===== config.mk =====
export PLATFORM = sky130hd
export DESIGN_NAME = mpu_write_port
export DESIGN_NICKNAME = d
export VERILOG_FILES = /design/src/rtl/vga_pkg.sv /design/src/rtl/write_queue.sv /design/src/rtl/mpu_write_port.sv
export SDC_FILE = /design/constraint.sdc
export NUM_CORES = 1
export LEC_CHECK = 0
export CORE_MARGIN = 3
export CORE_UTILIZATION = 55
export CTS_BUF_LIST = sky130_fd_sc_hd__clkbuf_8
export DETAILED_ROUTE_END_ITERATION = 8
export PLACE_DENSITY = 0.76
export SLEW_MARGIN = 20
export SYNTH_ARGS = -nofsm -noshare
export SYNTH_HDL_FRONTEND = slang
export SYNTH_SLANG_ARGS = --single-unit

===== constraint.sdc =====
create_clock -name clock -period 4.5 [get_ports clock]
set_clock_uncertainty 0.2 [all_clocks]
set_input_delay 0.45 -clock clock [delete_from_list [all_inputs] [get_ports clock]]
set_output_delay 0.45 -clock clock [all_outputs]
set_load 0.02 [all_outputs]

===== src/rtl/vga_pkg.sv =====
// Shared register map, reset constants and queue entry layout for the MPU video RAM write path.
// Entry layout is {address, data}, matching the write queue head bus.
package vga_pkg;

  localparam int VRAM_ADDR_W = 17;

  localparam logic [2:0] REG_ADDR_LO = 3'd0;
  localparam logic [2:0] REG_ADDR_HI = 3'd1;
  localparam logic [2:0] REG_ADDR_UP = 3'd2;
  localparam logic [2:0] REG_DATA    = 3'd3;
  localparam logic [2:0] REG_INCR    = 3'd4;
  localparam logic [2:0] REG_CLR_OVF = 3'd5;

  localparam logic [7:0] RESET_INCREMENT = 8'd1;

  typedef struct packed {
    logic [VRAM_ADDR_W-1:0] address;
    logic [7:0]             data;
  } queueEntry_t;

endpackage


===== src/rtl/write_queue.sv =====
// First-word fall-through queue: head visible with zero latency, push/pop take effect at the clock edge.
// A push into a full queue is refused unless a pop happens in the same cycle; pops while empty are ignored.
module write_queue
  import vga_pkg::*;
#(
  parameter int DEPTH = 16,
  parameter int WIDTH = VRAM_ADDR_W + 8
) (
  input  logic             clock,
  input  logic             resetN,
  input  logic             pushValid,
  input  logic [WIDTH-1:0] pushData,
  input  logic             popRequest,
  output logic [WIDTH-1:0] headData,
  output logic             empty,
  output logic             full,
  output logic             pushAccepted
);

  localparam int PTR_W = $clog2(DEPTH);
  localparam int CNT_W = PTR_W + 1;

  logic [WIDTH-1:0] storage [DEPTH];
  logic [PTR_W-1:0] wrPtr;
  logic [PTR_W-1:0] rdPtr;
  logic [CNT_W-1:0] count;
  logic             popFire;
  logic             pushFire;

  assign empty    = (count == '0);
  assign full     = (count == CNT_W'(DEPTH));
  assign popFire  = popRequest && !empty;
  // A pop in the same cycle frees the slot the push needs.
  assign pushFire = pushValid && (!full || popFire);

  assign pushAccepted = pushFire;
  assign headData     = empty ? '0 : storage[rdPtr];

  always_ff @(posedge clock or negedge resetN) begin
    if (!resetN) begin
      wrPtr <= '0;
      rdPtr <= '0;
      count <= '0;
    end else begin
      if (pushFire) begin
        wrPtr <= wrPtr + PTR_W'(1);
      end
      if (popFire) begin
        rdPtr <= rdPtr + PTR_W'(1);
      end
      case ({pushFire, popFire})
        2'b10:   count <= count + CNT_W'(1);
        2'b01:   count <= count - CNT_W'(1);
        default: count <= count;
      endcase
    end
  end

  always_ff @(posedge clock) begin
    if (pushFire) begin
      storage[wrPtr] <= pushData;
    end
  end

endmodule


===== src/rtl/mpu_write_port.sv =====
// MPU write port: two-flop strobe sync, register decode, FWFT write queue; a write commits 3 cycles after strobe rise.
// Pushes into a full queue are dropped and set sticky overflow; MPU_AUTO_INCREMENT_EN enables address auto-increment.
module mpu_write_port
  import vga_pkg::*;
#(
  parameter int DEPTH  = 16,
  parameter int ADDR_W = VRAM_ADDR_W
) (
  input  logic              clock,
  input  logic              resetN,
  input  logic              chipSelect,
  input  logic              writeEnable,
  input  logic [2:0]        registerSelect,
  input  logic [7:0]        registerData,
  input  logic              queueReadRequest,
  output logic [ADDR_W+7:0] queueReadBus,
  output logic              queueReadEmpty,
  output logic              queueFull,
  output logic              overflow
);

  logic              strobeAsync;
  logic              sync0;
  logic              sync1;
  logic              sync2;
  logic [1:0]        syncPrimed;
  logic              strobeArmed;
  logic              commit;

  logic              wrAddrLo;
  logic              wrAddrHi;
  logic              wrAddrUp;
  logic              wrData;
  logic              wrClrOvf;

  logic [ADDR_W-1:0] address;
  logic [ADDR_W+7:0] pushEntry;
  logic              pushAccepted;
  logic              pushDropped;

`ifdef MPU_AUTO_INCREMENT_EN
  logic [7:0]        increment;
  logic              wrIncr;
`endif

  assign strobeAsync = chipSelect && writeEnable;

  always_ff @(posedge clock or negedge resetN) begin
    if (!resetN) begin
      sync0      <= 1'b0;
      sync1      <= 1'b0;
      sync2      <= 1'b0;
      syncPrimed <= 2'b00;
    end else begin
      sync0      <= strobeAsync;
      sync1      <= sync0;
      sync2      <= sync1;
      syncPrimed <= {syncPrimed[0], 1'b1};
    end
  end

  // Arm only once a genuinely sampled low strobe has reached sync1, so a
  // strobe still held across reset release must drop and rise again.
  always_ff @(posedge clock or negedge resetN) begin
    if (!resetN) begin
      strobeArmed <= 1'b0;
    end else if (syncPrimed[1] && !sync1) begin
      strobeArmed <= 1'b1;
    end
  end

  assign commit = sync1 && !sync2 && strobeArmed;

  assign wrAddrLo = commit && (registerSelect == REG_ADDR_LO);
  assign wrAddrHi = commit && (registerSelect == REG_ADDR_HI);
  assign wrAddrUp = commit && (registerSelect == REG_ADDR_UP);
  assign wrData   = commit && (registerSelect == REG_DATA);
  assign wrClrOvf = commit && (registerSelect == REG_CLR_OVF);

`ifdef MPU_AUTO_INCREMENT_EN
  assign wrIncr = commit && (registerSelect == REG_INCR);

  always_ff @(posedge clock or negedge resetN) begin
    if (!resetN) begin
      increment <= RESET_INCREMENT;
    end else if (wrIncr) begin
      increment <= registerData;
    end
  end
`endif

  // Upper address register covers bits 16 and above; ADDR_W is expected in 17..24.
  always_ff @(posedge clock or negedge resetN) begin
    if (!resetN) begin
      address <= '0;
    end else begin
      if (wrAddrLo) begin
        address[7:0] <= registerData;
      end
      if (wrAddrHi) begin
        address[15:8] <= registerData;
      end
      if (wrAddrUp) begin
        address[ADDR_W-1:16] <= registerData[ADDR_W-17:0];
      end
`ifdef MPU_AUTO_INCREMENT_EN
      if (pushAccepted) begin
        address <= address + ADDR_W'(increment);
      end
`endif
    end
  end

  assign pushEntry   = {address, registerData};
  assign pushDropped = wrData && !pushAccepted;

  always_ff @(posedge clock or negedge resetN) begin
    if (!resetN) begin
      overflow <= 1'b0;
    end else if (pushDropped) begin
      overflow <= 1'b1;
    end else if (wrClrOvf) begin
      overflow <= 1'b0;
    end
  end

  write_queue #(
    .DEPTH (DEPTH),
    .WIDTH (ADDR_W + 8)
  ) u_writeQueue (
    .clock        (clock),
    .resetN       (resetN),
    .pushValid    (wrData),
    .pushData     (pushEntry),
    .popRequest   (queueReadRequest),
    .headData     (queueReadBus),
    .empty        (queueReadEmpty),
    .full         (queueFull),
    .pushAccepted (pushAccepted)
  );

endmodule


==> qor.txt <==
=================================================================================================================
Clk buf depth                                                                                                   3
Antenna violations before repair                                                                                0
Standard cell core area                                                                                 30000 um2
Worst-margin pin slew                                                                                      963 ps
Period Utilization, post-route                                                                              89.8%
Fraction of post-synthesis cell area in the top cell type by area                                           71.1%
Critical path arrival                                                                                     3390 ps
Stage delay of the slowest cell on the critical path                                                       680 ps
Clock tree sinks                                                                                              437
Initial DRT Pass Iterations                                                                                     5
GRT Util Overall                                                                                            21.4%
CTS tree                                                                                                    built
Placed wire-length estimate after detailed placement                                                     18700 um
Worst Hold End                                                                                              sync1
Overall via count from detail_route                                                                          8057
Unrepaired setup endpoints after global routing                                                             false
Max VDD drop                                                                                               480 uV
Starting utilization of the core area                                                                       56.4%
Source of the worst register-to-register timing path                                                 u_writeQueue.count[1]
Hold/Removal Path Class                                                                              flop to flop
Cell variety after synth                                                                                       41
Initial drt markers                                                                                           839
Syn. warnings                                                                                                   0
Tightest slew margin relative to the limit                                                                  35.8%
Leakage power                                                                                             6.49 nW
Number of core rows                                                                                            63
Final TNS setup                                                                                              0 ps
Clock transition time at the flip-flop clock pins of the worst setup and hold paths                         60 ps
Kind of capture point of the worst setup path                                                        primary output
Compound-cell area share of the yosys netlist                                                               1.64%
Die footprint                                                                                           32900 um2
Hold Path Origin                                                                                            sync0
Setup slack, reg-to-reg                                                                                   1140 ps
Post-detailed-route count of antenna-violating nets                                                             0
Total of flip-flops plus latches after synthesis                                                              437
Portion of netlist area occupied by mux cells                                                               17.8%
Clock root buffer                                                                                    sky130_fd_sc_hd__clkbuf_8
Worst flop-to-flop path endpoint                                                                     u_writeQueue.count[4]
Number of enable flip-flop cells after synthesis                                                              400
Arithmetic-cell share of the synthesized area counting full adders, half adders and majority gates         0.711%
Global-route wire length before repair                                                                   52900 um
Crit Path Max Fanout                                                                                           25
Diodes inserted                                                                                                 0
Count of mapped cells out of synthesis                                                                        758
Number of port buffers                                                                                         43
Syn_area_per_cell                                                                                        22.3 um2
Chip Height                                                                                                181 um
Final Net Count                                                                                               889
Status                                                                                               finished, final reports clean
Maximum level of the CTS H-tree                                                                                 3
Critical Path Slowest Stage Cell                                                                     sky130_fd_sc_hd__or2_2
Global placer's final weighted congestion                                                                   0.798
Number of pins exceeding their max-slew limit in the final report                                               0
Power density of the placed cells                                                                      590 nW/um2
Sum of internal, switching and leakage power                                                              11.3 mW
Total DRC errors in the routed layout                                                                           0
Worst Hold Margin                                                                                          157 ps
Ranking of synthesized cells by area                                                                 sky130_fd_sc_hd__edfxtp_1 71%, sky130_fd_sc_hd__mux4_2 13%, sky130_fd_sc_hd__dfrtp_1 5.5%
Count leader, synth                                                                                  sky130_fd_sc_hd__edfxtp_1
Wirelength per Cell                                                                                       26.3 um
Number of cells on the worst reg-to-reg path                                                                    8
Cell Area, Synth                                                                                        16900 um2
Largest net degree at the start of global routing                                                              51
Final setup violation count                                                                                     0
Proportion of layout cells with a drive suffix above 1                                                      26.5%
Ports                                                                                                          44
Ratio of routed vias to standard cells                                                                       6.17
Layout overhead on the synthesized area                                                                     13.4%
Share of the yosys chip area belonging to registers                                                         76.6%
Endpoints failing hold                                                                                          0
Number of max-cap violations                                                                                    0
CTS Buf Count                                                                                                  69
Net Count, Synth                                                                                              783
Library cell occupying the most area in the post-synthesis netlist                                   sky130_fd_sc_hd__edfxtp_1
Type of element launching the critical path                                                                  flop
Data required, critical path                                                                              3850 ps
Most numerous cell types in the synthesized netlist                                                  400 x sky130_fd_sc_hd__edfxtp_1, 100 x sky130_fd_sc_hd__mux4_2, 50 x sky130_fd_sc_hd__mux2i_1, 37 x sky130_fd_sc_hd__dfrtp_1, 25 x sky130_fd_sc_hd__o22ai_1
Min Tclk post-route                                                                                       4040 ps
Via count of the first global-routing pass                                                                   8745
Remaining global-route overflow                                                                                 0
Post-Synth Simple-Gate Area                                                                                 1.65%
Routed Wire Length                                                                                       34300 um
Worst-skew pair later-pin latency                                                                          570 ps
Hold Path Stages                                                                                                0
Main combinational cell family by area after synthesis                                               multiplexers
Main synth FF type                                                                                   sky130_fd_sc_hd__edfxtp_1
X dimension of the die                                                                                     181 um
Cells traversed along the worst timing path                                                          or4_1 -> nor2_1 -> or2_2 -> o22ai_1 -> clkdlybuf4s50_1
Share of synthesized flip-flops with an asynchronous set or reset                                           8.47%
Parity-gate share of the synthesized area counting xor and xnor cells                                      0.466%
CP Class                                                                                             flop to primary output
Max Fclk                                                                                                  247 MHz
=================================================================================================================
## placed cells by master, fill, tap and decap left out, drive strengths merged, types with 5 or more instances in the layout
master | netlist | final
xnor2 | 5 | 5
clkdlybuf4s50 | 0 | 42
nor2 | 6 | 6
clkinv | 0 | 20
mux4 | 100 | 100
ha | 8 | 8
dfrtp | 37 | 37
edfxtp | 400 | 400
and3 | 15 | 15
mux2 | 22 | 22
mux2i | 50 | 50
inv | 7 | 35
o21ai | 5 | 5
buf | 21 | 30
clkbuf | 17 | 72
o22ai | 25 | 25
## repair_timing
item / 4_1_cts / 5_1_grt
hold buffers: 1 / 0
buffers inserted: 0 / 0
hold endpoints to repair: 37 / 0
gates resized for setup: 0 / 0
## how the worst max path moves through the flow
stage | end | cells past startpoint | slack [ps] | start
2_1_floorplan | u_writeQueue.storage[3][0] | 5 | 630 | registerSelect[0]
3_3_place_gp | queueReadBus[4] | 5 | 1080 | u_writeQueue.count[1]
3_5_place_dp | queueReadBus[4] | 5 | 1020 | u_writeQueue.count[1]
4_1_cts | queueReadBus[4] | 5 | 390 | u_writeQueue.count[1]
5_1_grt | queueReadBus[4] | 5 | 300 | u_writeQueue.count[1]
6_report | queueReadBus[4] | 5 | 460 | u_writeQueue.count[1]
## state kept, by name, summed over array words and instances (netlist names)
name and count:
address 17, sync1 1, strobeArmed 1, overflow 1, u_writeQueue.storage 400, syncPrimed 2
sync0 1, sync2 1, u_writeQueue.wrPtr 4, u_writeQueue.rdPtr 4, u_writeQueue.count 5
## layer usage
metal / track usage [%] / vias up / part of all wire [%]
met5: 0 / - / 0
met4: 6.46 / 0 / 1.9
met3: 4.21 / 68 / 6.9
met2: 34.8 / 354 / 51
met1: 30.1 / 4234 / 41
li1: - / 3401 / -
## logic make-up (layout without fill, tap and decap cells)
| family | after synthesis | count (layout) |
|---|---|---|
| AO/OA/AOI/OAI | 39 | 39 |
| XOR/XNOR | 9 | 9 |
| adder cells (fa/ha/maj) | 9 | 9 |
| buffers and inverters | 45 | 203 |
| flip-flops | 437 | 437 |
| multiplexers | 172 | 172 |
| other | 1 | 1 |
| AND/OR/NAND/NOR | 46 | 46 |
## critical path: cells and delay by family, from the launching register on
kind | cells | cell delay [ps]
AOI/OAI and AO/OA | 1 | 250
buffers and inverters | 1 | 590
DFF | 1 | 430
and+or+nand+nor | 3 | 1540
## through the flow
step / setup slack [ps] / cell area (um2) / util [%] / cells
after detailed placement: 1020 / 17900 / 59.9 / 1182
final: 457 / 19200 / 64.0 / 1306
after CTS: 389 / 19200 / 64.0 / 1306
after floorplan: 633 / 16900 / - / 758
after global routing: 300 / 19200 / 64.0 / 1306
after global placement: 1080 / 17900 / 59.9 / 1182
## report_power, final
part	total [mW]	leakage (nW)	internal, mW	switching, mW
sequential	5.16	4.06	4.70	0.456
clock	2.95	0.710	1.48	1.47
combinational	3.20	1.71	1.69	1.52
total	11.3	6.49	7.87	3.44
## final cells by class
class / instances / area, um2
Tap cell: 390 / 488
Fill cell: 1974 / 10800
Inverter: 7 / 26.3
Timing Repair Buffer: 73 / 716
Sequential cell: 437 / 12900
Clock buffer: 72 / 991
Multi-Input combinational cell: 276 / 3780
Clock inverter: 51 / 214
(Power assumes the default switching activity.)
